[config.mk]
export PLATFORM = sky130hd
export DESIGN_NAME = imem_fetch_controller
export DESIGN_NICKNAME = d
export VERILOG_FILES = /design/src/rtl/fetch_pkg.sv /design/src/rtl/fetch_queue.sv /design/src/rtl/imem_fetch_controller.sv
export SDC_FILE = /design/constraint.sdc
export NUM_CORES = 1
export LEC_CHECK = 0
export CAP_MARGIN = 20
export CORE_MARGIN = 2
export CORE_UTILIZATION = 55
export DETAILED_ROUTE_END_ITERATION = 8
export PLACE_DENSITY = 0.86
export SYNTH_ARGS = -nofsm -noshare
export SYNTH_HDL_FRONTEND = slang
export SYNTH_HIERARCHICAL = 1
export SYNTH_SLANG_ARGS = --single-unit
export TNS_END_PERCENT = 50
[constraint.sdc]
create_clock -name clk -period 11.45 [get_ports clk]
set_input_delay 1.145 -clock clk [delete_from_list [all_inputs] [get_ports clk]]
set_output_delay 1.145 -clock clk [all_outputs]
set_load 0.02 [all_outputs]
[src/rtl/fetch_pkg.sv]
// Shared types for the instruction-fetch path: queue entry layout and sequencer states.
package fetch_pkg;

  localparam int INSTR_BYTES = 4;

  typedef struct packed {
    logic [31:0] pc;
    logic [31:0] instr;
  } fetch_entry_t;

  typedef enum logic {
    FETCH = 1'b0,
    FAULT = 1'b1
  } fetch_state_t;

endpackage

[src/rtl/fetch_queue.sv]
// Small register-based FIFO of fetched {pc, instr} entries.
// The head entry is read straight out of registers, so a push into an empty queue is visible after the same edge.
module fetch_queue
  import fetch_pkg::*;
#(
  parameter int DEPTH = 2,
  parameter int CNT_W = $clog2(DEPTH + 1)
) (
  input  logic             clk,
  input  logic             reset,
  input  logic             push_i,
  input  logic             pop_i,
  input  logic             flush_i,
  input  fetch_entry_t     wdata_i,
  output fetch_entry_t     rdata_o,
  output logic [CNT_W-1:0] count_o,
  output logic             full_o,
  output logic             empty_o
);

  localparam int PTR_W = (DEPTH > 1) ? $clog2(DEPTH) : 1;

  fetch_entry_t     mem_q [DEPTH];
  logic [PTR_W-1:0] wr_ptr_q, wr_ptr_d;
  logic [PTR_W-1:0] rd_ptr_q, rd_ptr_d;
  logic [CNT_W-1:0] count_q, count_d;
  logic             pop_eff;

  assign pop_eff = pop_i && (count_q != '0);

  always_comb begin
    wr_ptr_d = wr_ptr_q;
    rd_ptr_d = rd_ptr_q;
    count_d  = count_q;
    if (flush_i) begin
      wr_ptr_d = '0;
      rd_ptr_d = '0;
      count_d  = '0;
    end else begin
      if (push_i) wr_ptr_d = wr_ptr_q + PTR_W'(1);
      if (pop_eff) rd_ptr_d = rd_ptr_q + PTR_W'(1);
      count_d = count_q + CNT_W'(push_i) - CNT_W'(pop_eff);
    end
  end

  always_ff @(posedge clk or posedge reset) begin
    if (reset) begin
      mem_q    <= '{default: '0};
      wr_ptr_q <= '0;
      rd_ptr_q <= '0;
      count_q  <= '0;
    end else begin
      // Flush wins over a same-cycle push; the slot contents are left as-is.
      if (push_i && !flush_i) mem_q[wr_ptr_q] <= wdata_i;
      wr_ptr_q <= wr_ptr_d;
      rd_ptr_q <= rd_ptr_d;
      count_q  <= count_d;
    end
  end

  assign rdata_o = mem_q[rd_ptr_q];
  assign count_o = count_q;
  assign full_o  = (count_q == CNT_W'(DEPTH));
  assign empty_o = (count_q == '0);

endmodule

[src/rtl/imem_fetch_controller.sv]
// IF-stage sequencer: owns the PC, reads the combinational instruction memory and feeds decode
// through a prefetch queue; redirects flush the queue, illegal PCs park the sequencer in FAULT.
module imem_fetch_controller
  import fetch_pkg::*;
#(
  parameter int          MEM_BYTES   = 512,
  parameter logic [31:0] RESET_PC    = 32'h0000_0000,
  parameter int          QUEUE_DEPTH = 2
) (
  input  logic        clk,
  input  logic        reset,
  output logic [31:0] imem_address,
  input  logic [31:0] imem_instruction,
  input  logic        redirect_valid,
  input  logic [31:0] redirect_pc,
  output logic        out_valid,
  input  logic        out_ready,
  output logic [31:0] out_instruction,
  output logic [31:0] out_pc,
  output logic        fault,
  output logic [31:0] fault_pc
);

  localparam int          CNT_W     = $clog2(QUEUE_DEPTH + 1);
  localparam logic [31:0] LAST_WORD = 32'(MEM_BYTES - INSTR_BYTES);

  fetch_state_t     state_q, state_d;
  logic [31:0]      pc_q, pc_d;
  logic [31:0]      fault_pc_q, fault_pc_d;
  logic             pc_legal;
  logic             pop;
  logic             push;
  logic             flush;
  logic             q_full;
  logic             q_empty;
  logic [CNT_W-1:0] unused_count;
  fetch_entry_t     push_entry;
  fetch_entry_t     head_entry;

  assign pc_legal   = (pc_q[1:0] == 2'b00) && (pc_q <= LAST_WORD);
  assign pop        = out_valid && out_ready;
  assign push_entry = '{pc: pc_q, instr: imem_instruction};

  always_comb begin
    state_d    = state_q;
    pc_d       = pc_q;
    fault_pc_d = fault_pc_q;
    push       = 1'b0;
    flush      = 1'b0;
    if (redirect_valid) begin
      flush   = 1'b1;
      pc_d    = redirect_pc;
      state_d = FETCH;
    end else if (state_q == FETCH) begin
      if (!pc_legal) begin
        state_d    = FAULT;
        fault_pc_d = pc_q;
      end else if (!q_full || pop) begin
        push = 1'b1;
        pc_d = pc_q + 32'(INSTR_BYTES);
      end
    end
  end

  always_ff @(posedge clk or posedge reset) begin
    if (reset) begin
      state_q    <= FETCH;
      pc_q       <= RESET_PC;
      fault_pc_q <= '0;
    end else begin
      state_q    <= state_d;
      pc_q       <= pc_d;
      fault_pc_q <= fault_pc_d;
    end
  end

  fetch_queue #(
    .DEPTH (QUEUE_DEPTH),
    .CNT_W (CNT_W)
  ) u_queue (
    .clk     (clk),
    .reset   (reset),
    .push_i  (push),
    .pop_i   (pop),
    .flush_i (flush),
    .wdata_i (push_entry),
    .rdata_o (head_entry),
    .count_o (unused_count),
    .full_o  (q_full),
    .empty_o (q_empty)
  );

  assign imem_address    = pc_q;
  assign out_valid       = !q_empty;
  assign out_instruction = head_entry.instr;
  assign out_pc          = head_entry.pc;
  assign fault           = (state_q == FAULT);
  assign fault_pc        = fault_pc_q;

endmodule

==> results.md <==
- Die area: 17,100 µm²
- Vias: 5,414
- Sw Share: 0.253
- CTS tree: done
- Distinct cells, synth: 42
- R2R setup slack: 7680 ps
- CP top delay family: buffers and inverters
- Grt met3 use: 0.0692
- Crit-path cells: buf_4 -> mux2_2 -> clkdlybuf4s50_1
- Cts repair resizes: 0
- FMAX: 0.253 GHz
- # IOs: 198
- CP max stage cell: dfrtp_2
- Predominant post-synthesis flop cell: dfrtp_1
- Max Cap Viol: 0
- GR Overflow Total: 0
- Post-Syn Nets: 631
- Routed WL: 20,100 µm
- R2R depth: 6
- Startpoint type of the worst setup path: flop
- Endpoints failing setup: 0
- Syn-to-layout area delta: 29.0%
- Slew Viols, Final: 0
- R2R Path End: u_queue/mem_q[69]$_DFFE_PP0P_
- Critical Path End Type: output pin
- Root Buffer Master: clkbuf_16
- Fin Clk Skew: 10.0 ps
- Tightest Pin Transition: 906 ps
- Die extent in y: 131 µm
- Pwr Density: 135 nW/µm²
- Worst slew margin: 0.396
- Largest net degree at the start of global routing: 86
- Crit Path Max Fanout: 43
- Maximum vdd drop: 0.106 mV
- Clock transition at path regs: 70 ps
- Met2 usage: 0.403
- Crit path arrival time: 2810 ps
- Number of synthesized register bits: 197
- Final nets: 825
- RePlAce Congestion: 0.816
- Fin. Hold Viols: 0
- Sequential share of power: 0.500
- DR iter-0 viols: 338
- NetSw: 387 µW
- RSZ-0062 raised after global routing: false
- Worst r2r src: imem_address[10]$_DFFE_PP0P_
- Antenna violations before repair: 0
- Global-route wire length before repair: 31,400 µm
- Clk buf depth: 2
- Synth warnings: 6
- Sequential share of the synthesized area: 0.559
- Lkg Pwr: 0.00536 µW
- Critical path buffers and inverters: 2
- Combinational Power Share: 0.131
- Setup crit end: out_pc[14]
- Crit path from: u_queue/rd_ptr_q$_DFFE_PP0P_
- Most frequent cells in the layout: 196 x dfrtp_1, 196 x clkdlybuf4s50_1, 173 x mux2_2
- ANT cells: 0
- Row cnt: 46
- Share of synthesized registers carrying an async set or reset: 1.00
- Syn Area/Cell: 15.7 µm²
- Mapped Area: 8820 µm²
- Required time worst endpoint: 10,310 ps
- Sink Count: 197
- Final period utilization: 0.345
- Initial Util: 0.559
- Placed instance area: 10,800 µm²
- Postcts setup bufs: 0
- CTS Buf Count: 17
- Pre-antenna DRT Iters: 4
- P_int: 1140 µW
- Status: complete, no violations
- Buffers on Ports: 197
- Setup TNS Final: 0 ps
- Share of post-route cells with drive strength above 1: 0.364
- Met1 Track Usage GR: 0.306
- CP Depth: 3
- Clock insertion delay at the later pin of the skew report: 430 ps
- Final Cell Area: 11,400 µm²
- Busiest grt layer: met2
- Vias in the first global route: 5,900
- Setup CP Type: flop to output pin
- Clock power frac: 0.369
- Hold Path Class: flop to flop
- Max incr delay on CP: 730 ps
- Die Wd: 131 µm
- Routed Antenna Nets: 0
- Htree depth: 4
- Post-synth EDFFs: 0
- Layout fillers: 1,047
- Post-DP HPWL: 13,200 µm
- # hold bufs at CTS: 0
- Average wire per standard cell: 20.4 µm
- Post-route minimum period: 3960 ps
- Core ar.: 15,800 µm²
- DRC: 0
- GRT Overall Usage: 0.241
- Cells after Synth: 560
- Avg Vias per Cell: 5.51
[flip-flops by register name (all words and copies together), names as in the netlist]
register	cells
u_queue/mem_q	128
fault_pc	32
imem_address	32
u_queue/count_o	2
fault	1
u_queue/rd_ptr_q	1
u_queue/wr_ptr_q	1
[power groups by stage]
stage	clock, µW	sequential (µW)	combinational [µW]
finish	566	765	200
detailed placement	0	777	201
floorplan	0	808	52.3
global placement	0	774	196
global route	601	769	212
CTS	573	765	203
[routing by layer]
layer	wire length [µm]	vias to the layer above
li1	-	2413
met1	8620	2783
met3	1350	27
met5	0	-
met4	322	0
met2	9770	191
[through the flow]
stage | utilization | worst slack [ps] | hold slack [ps] | cells | total power (µW)
global placement | 0.687 | 7390 | 464 | 951 | 970
CTS | 0.721 | 7500 | 492 | 983 | 1540
global route | 0.721 | 7350 | 512 | 983 | 1580
detailed placement | 0.687 | 7270 | 477 | 951 | 978
finish | 0.721 | 7490 | 493 | 983 | 1530
floorplan | - | 6780 | 454 | 560 | 860
[worst reg2reg max path: stages (launching register included)]
cell,delay (ps)
dfrtp_1,440
nor4_1,650
nand4_2,530
nor3_1,600
nor3b_4,260
buf_4,730
mux2_2,460
[cell usage after synthesis (2+ instances only)]
cell | n | share of area
nor2_1 | 10 | 0.0043
dfrtp_1 | 197 | 0.56
clkbuf_1 | 4 | 0.0017
buf_1 | 2 | 0.00085
o211ai_1 | 4 | 0.0034
a31oi_1 | 2 | 0.0014
nor4_1 | 4 | 0.0028
mux2_4 | 60 | 0.10
nor4_2 | 2 | 0.0028
nand2_1 | 5 | 0.0021
and2b_2 | 2 | 0.0020
buf_2 | 7 | 0.0040
or4_1 | 6 | 0.0051
mux2_1 | 11 | 0.014
nor2b_1 | 2 | 0.0014
ha_1 | 3 | 0.0043
o31ai_1 | 3 | 0.0026
nor3_1 | 2 | 0.0011
or3_1 | 3 | 0.0021
mux2_2 | 173 | 0.22
a22o_1 | 5 | 0.0050
buf_6 | 11 | 0.014
nand3_1 | 8 | 0.0045
o2111ai_1 | 2 | 0.0020
inv_1 | 10 | 0.0043
buf_12 | 6 | 0.014
[kinds of logic after synthesis]
kind of cell	after synthesis	synth area share
flops	197	0.559
buf+inv	40	0.0385
mux	244	0.337
simple gates	52	0.0366
compound gates	22	0.0210
xor+xnor	2	0.00355
fa+ha+maj	3	0.00426
[final cells by class]
| cell class | instances | area [µm²] | share of cell area |
|---|---|---|---|
| clock buffers | 25 | 475 | 0.0418 |
| clock inverters | 7 | 73.8 | 0.00649 |
| well taps | 216 | 270 | 0.0238 |
| multi-input cells | 323 | 3560 | 0.313 |
| repair buffers | 205 | 2030 | 0.178 |
| inverters | 10 | 42.5 | 0.00374 |
| flip-flops and latches | 197 | 4930 | 0.433 |
[worst min path at each step]
| stage | endpoint | slack (ps) | cells past startpoint | from |
|---|---|---|---|---|
| after floorplan | u_queue/mem_q[118]$_DFFE_PP0P_ | 450 | 1 | u_queue/mem_q[118]$_DFFE_PP0P_ |
| after global placement | u_queue/mem_q[122]$_DFFE_PP0P_ | 460 | 1 | u_queue/mem_q[122]$_DFFE_PP0P_ |
| after detailed placement | u_queue/mem_q[121]$_DFFE_PP0P_ | 480 | 1 | u_queue/mem_q[121]$_DFFE_PP0P_ |
| after CTS | u_queue/mem_q[121]$_DFFE_PP0P_ | 490 | 1 | u_queue/mem_q[121]$_DFFE_PP0P_ |
| after global routing | u_queue/mem_q[96]$_DFFE_PP0P_ | 510 | 1 | u_queue/mem_q[96]$_DFFE_PP0P_ |
| final | u_queue/mem_q[121]$_DFFE_PP0P_ | 490 | 1 | u_queue/mem_q[121]$_DFFE_PP0P_ |
No activity file was read; power rests on OpenSTA's default activity.
